`config.mk`:
```
export PLATFORM = sky130hd
export DESIGN_NAME = mem_port_arbiter
export DESIGN_NICKNAME = d
export VERILOG_FILES = /design/src/rtl/mem_port_arbiter.sv
export SDC_FILE = /design/constraint.sdc
export NUM_CORES = 1
export LEC_CHECK = 0
export CAP_MARGIN = 20
export CELL_PAD_IN_SITES_DETAIL_PLACEMENT = 0
export CELL_PAD_IN_SITES_GLOBAL_PLACEMENT = 1
export CORE_UTILIZATION = 30
export DETAILED_ROUTE_END_ITERATION = 12
export GPL_ROUTABILITY_DRIVEN = 0
export PLACE_DENSITY = 0.76
export SKIP_CTS_REPAIR_TIMING = 1
export SLEW_MARGIN = 10
export SYNTH_ARGS = -nofsm -noshare
export SYNTH_HDL_FRONTEND = slang
export SYNTH_SLANG_ARGS = --single-unit
```
`constraint.sdc`:
```
create_clock -name clk -period 2.55 [get_ports clk]
set_input_delay 0.6375 -clock clk [delete_from_list [all_inputs] [get_ports clk]]
set_output_delay 0.6375 -clock clk [all_outputs]
set_load 0.05 [all_outputs]
```
`src/rtl/mem_port_arbiter.sv`:
```
// Two-requester (instruction fetch / data memory) arbiter for a single shared memory port.
// Round-robin on conflict, per-access wait-state timeout, one-cycle done pulse per access.
module mem_port_arbiter #(
  parameter int DW  = 16,
  parameter int AW  = 16,
  parameter int TMO = 15
) (
  input  logic          clk,
  input  logic          rst,
  input  logic          if_req,
  input  logic [AW-1:0] if_addr,
  input  logic          dm_req,
  input  logic          dm_we,
  input  logic [AW-1:0] dm_addr,
  input  logic [DW-1:0] dm_wdata,
  output logic          if_gnt,
  output logic          if_done,
  output logic          dm_gnt,
  output logic          dm_done,
  output logic [DW-1:0] rdata,
  output logic          err,
  output logic          mem_en,
  output logic          mem_we,
  output logic [AW-1:0] mem_addr,
  output logic [DW-1:0] mem_wdata,
  input  logic [DW-1:0] mem_rdata,
  input  logic          mem_ready
);

  typedef enum logic [1:0] {IDLE, GNT_IF, GNT_DM, RESP} state_e;

  // Counter value at which a further not-ready cycle means the TMO-th wait has elapsed.
  localparam logic [3:0] WaitLast = 4'(TMO - 1);

  state_e        state_q;
  logic          last_dm_q;
  logic          we_q;
  logic [AW-1:0] addr_q;
  logic [DW-1:0] wdata_q;
  logic [DW-1:0] rdata_q;
  logic          err_q;
  logic [3:0]    wait_q;

  // NOTE: all state uses non-blocking assignments so every register samples the
  // pre-edge values of its peers; the reset branch clears every flop because the
  // design holds no memory arrays that could be left uninitialised.
  always_ff @(posedge clk or posedge rst) begin
    if (rst) begin
      state_q   <= IDLE;
      last_dm_q <= 1'b1;
      we_q      <= 1'b0;
      addr_q    <= '0;
      wdata_q   <= '0;
      rdata_q   <= '0;
      err_q     <= 1'b0;
      wait_q    <= '0;
    end else begin
      case (state_q)
        IDLE: begin
          if (if_req && (!dm_req || last_dm_q)) begin
            state_q   <= GNT_IF;
            addr_q    <= if_addr;
            we_q      <= 1'b0;
            last_dm_q <= 1'b0;
            wait_q    <= '0;
          end else if (dm_req) begin
            state_q   <= GNT_DM;
            addr_q    <= dm_addr;
            we_q      <= dm_we;
            wdata_q   <= dm_wdata;
            last_dm_q <= 1'b1;
            wait_q    <= '0;
          end
        end
        GNT_IF, GNT_DM: begin
          if (mem_ready) begin
            rdata_q <= mem_rdata;
            err_q   <= 1'b0;
            state_q <= RESP;
          end else if (wait_q == WaitLast) begin
            rdata_q <= '0;
            err_q   <= 1'b1;
            wait_q  <= 4'(TMO);
            state_q <= RESP;
          end else begin
            wait_q <= wait_q + 4'd1;
          end
        end
        RESP:    state_q <= IDLE;
        default: state_q <= IDLE;
      endcase
    end
  end

  // Handshake outputs decode from state only; last_dm_q names the requester just served.
  assign if_gnt    = (state_q == GNT_IF);
  assign dm_gnt    = (state_q == GNT_DM);
  assign mem_en    = if_gnt || dm_gnt;
  assign mem_we    = dm_gnt && we_q;
  assign if_done   = (state_q == RESP) && !last_dm_q;
  assign dm_done   = (state_q == RESP) && last_dm_q;
  assign mem_addr  = addr_q;
  assign mem_wdata = wdata_q;
  assign rdata     = rdata_q;
  assign err       = err_q;

endmodule

```
==> flow_summary.ini <==
[timing]
whs_ns = 0.490
max_freq_mhz = 402
post-route-min-period_ns = 2.49
period_share = 0.976
fin_worst_skew_ns = 0.00440
finalSetupViolCount = 0
rsz0062_at_grt = false
finalHoldViolCount = 0
slew_viol_final = 0
max-slew-margin-rel = 0.562
tightest_slew_ns = 0.656
setup_slack_ns = 0.0600

[power]
ir_worst_vdd_uv = 728
power_density_mw_per_mm2 = 1470
p_total_mw = 6.01
p_leak_nw = 1.72

[critical_path]
slowest_stage = clkdlybuf4s50_1
arrival_ns = 1.85
worst_setup_path_start_kind = flop
critical_path_class = reg -> out
crit_required_ns = 1.91
cp_max_fo = 3
max_stage_delay_ns = 0.82
crit_chain = ha_1 > nor2b_1 > clkdlybuf4s50_1
regToRegSetupSlack_ns = 0.60
end_kind = primary output

[route]
drc_errors = 0
vias = 2233
routedWlPerCell_um = 14.8
drt_iter0_drc = 36
antenna_left = 0
routed_wl_um = 6810
via_per_inst = 4.84
dr.pass1.iters = 4

[global_route]
grt_use_total = 0.164
antenna_found_initial = 0
grt_pass1_wl_um = 11100
grt_pass1_vias = 2331
grt_start_max_net_pins = 36
grt-ovfl-total = 0

[placement]
dp_hpwl_um = 4860
io_buffers = 124
place_ws_ns = 0.314

[yosys]
ys_warn_count = 0
syn_avg_cell_area_sq_um = 11.5
netlist.area_leader.share = 0.548
syn-num-nets = 299
synth_area_leaders = dfrtp_1 55%, a22o_1 5.8%, a31oi_1 4.9%, mux2_1 4.0%, mux2_2 4.0%
mappedNetlistArea_sq_mm = 0.00255
synthDistinctLibCells = 32
netlist_instances = 222
ys_ff_latch = 57
synth_area_leader_cell = dfrtp_1
yosysSeqAreaShare = 0.559

[clock_network]
htree_levels = 3
tritoncts = yes
clk_latency_ns = 0.33
clk_pin_slew_ns = 0.06
clock_sinks = 57
clock_path_buffers = 2
root_buffer = clkbuf_8
cts_buffers = 9

[layout]
num-nets-final = 428
drive_gt1_frac = 0.115
diodes = 0
area_delta_synth_final_pct = 59.7

[die]
std_cell_rows = 33
initial_core_util = 0.311
fp.dieW_um = 94.3
die_y_um = 94.3
die_area_sq_mm = 0.00889
io_pins = 125
coreArea_sq_mm = 0.00822

[run_status]
status = completed

[job]
drv_cap = 0

[worst_hold_path]
hold_path.class = reg -> reg
==> path summary, 6_finish.rpt <==
check	startpoint	to	depth (start not counted)
min in group asynchronous	rst	mem_addr[6]	2
min reg2reg	mem_wdata[15]	mem_wdata[15]	1
max in group asynchronous	rst	last_dm_q	3
min	mem_wdata[15]	mem_wdata[15]	1
max	state_q[0]	if_done	3
max reg2reg	state_q[0]	state_q[1]	5
==> routing by layer <==
layer  vias to the layer above  wire [um]  global-route usage
met3                        15        463              0.0461
met1                      1074       3010               0.210
met5                         -          0                   0
met2                        80       3170               0.254
met4                         0        161              0.0795
li1                       1064          -                   -
==> worst max-delay path: cells and delay by family, from the launching register on <==
family	cells	cell delay (ns)
fa+ha+maj	1	0.18
simple gates	1	0.12
flops	1	0.39
buf+inv	1	0.82
==> synthesized netlist by cell type, drive strengths merged <==
library cell,number
o21ai,19
nand3,18
nor3,1
or3b,1
nand2b,1
a22o,17
nor2b,3
and3,2
clkbuf,3
and2b,2
mux2,18
ha,7
nor3b,1
nand2,2
dfstp,1
and2,4
o211ai,1
mux2i,2
a21o,1
nor2,19
buf,10
a31oi,20
dfrtp,56
o21a,1
inv,6
o311ai,1
a21oi,5
==> report_power, final <==
part / internal [mW] / switching, mW / total (mW)
sequential: 1.35 / 0.257 / 1.61
clock: 0.345 / 0.364 / 0.709
combinational: 1.34 / 2.35 / 3.69
==> kinds of logic after synthesis <==
logic type / synth area share
AO/OA/AOI/OAI: 0.172
flip-flops: 0.559
AND/OR/NAND/NOR: 0.111
multiplexers: 0.0872
buffers and inverters: 0.0362
adder cells (fa/ha/maj): 0.0343
==> final cells by class <==
| cell class | instances | area, sq um |
|---|---|---|
| Tap cell | 105 | 131 |
| Multi-Input combinational cell | 146 | 1030 |
| Clock inverter | 6 | 35.0 |
| Clock buffer | 10 | 128 |
| Fill cell | 775 | 4140 |
| Inverter | 6 | 22.5 |
| Sequential cell | 57 | 1430 |
| Timing Repair Buffer | 131 | 1300 |
==> flip-flops by register name (all words and copies together), names as in the netlist <==
signal and cells:
last_dm_q 1, state_q 2, err 1, mem_wdata 16
mem_addr 16, wait_q 4, rdata 16, we_q 1
==> cells in the final DEF (no fill, tap or decap), types with 2 or more instances in the layout <==
cell type	n
clkdlybuf4s50_1	120
clkinvlp_4	2
clkbuf_8	9
nor2b_1	3
inv_1	5
o21ai_0	18
nor2_1	19
a31oi_1	20
mux2_2	9
and3_1	2
a22o_1	17
mux2i_1	2
ha_1	7
clkinv_2	4
mux2_1	9
and2_1	4
a21oi_1	4
and2b_1	2
nand3_1	18
buf_4	9
nand2_1	2
dfrtp_1	56
==> stage by stage <==
| stage | std cells | TNS [ns] | utilization | cell area, sq um |
|---|---|---|---|---|
| floorplan | 222 | 0 | - | 2550 |
| global placement | 445 | 0 | 0.476 | 3920 |
| detailed placement | 445 | 0 | 0.476 | 3920 |
| CTS | 461 | -0.00903 | 0.496 | 4080 |
| global route | 461 | 0 | 0.497 | 4080 |
| finish | 461 | 0 | 0.497 | 4080 |
Power figures use the tool's default switching activity.
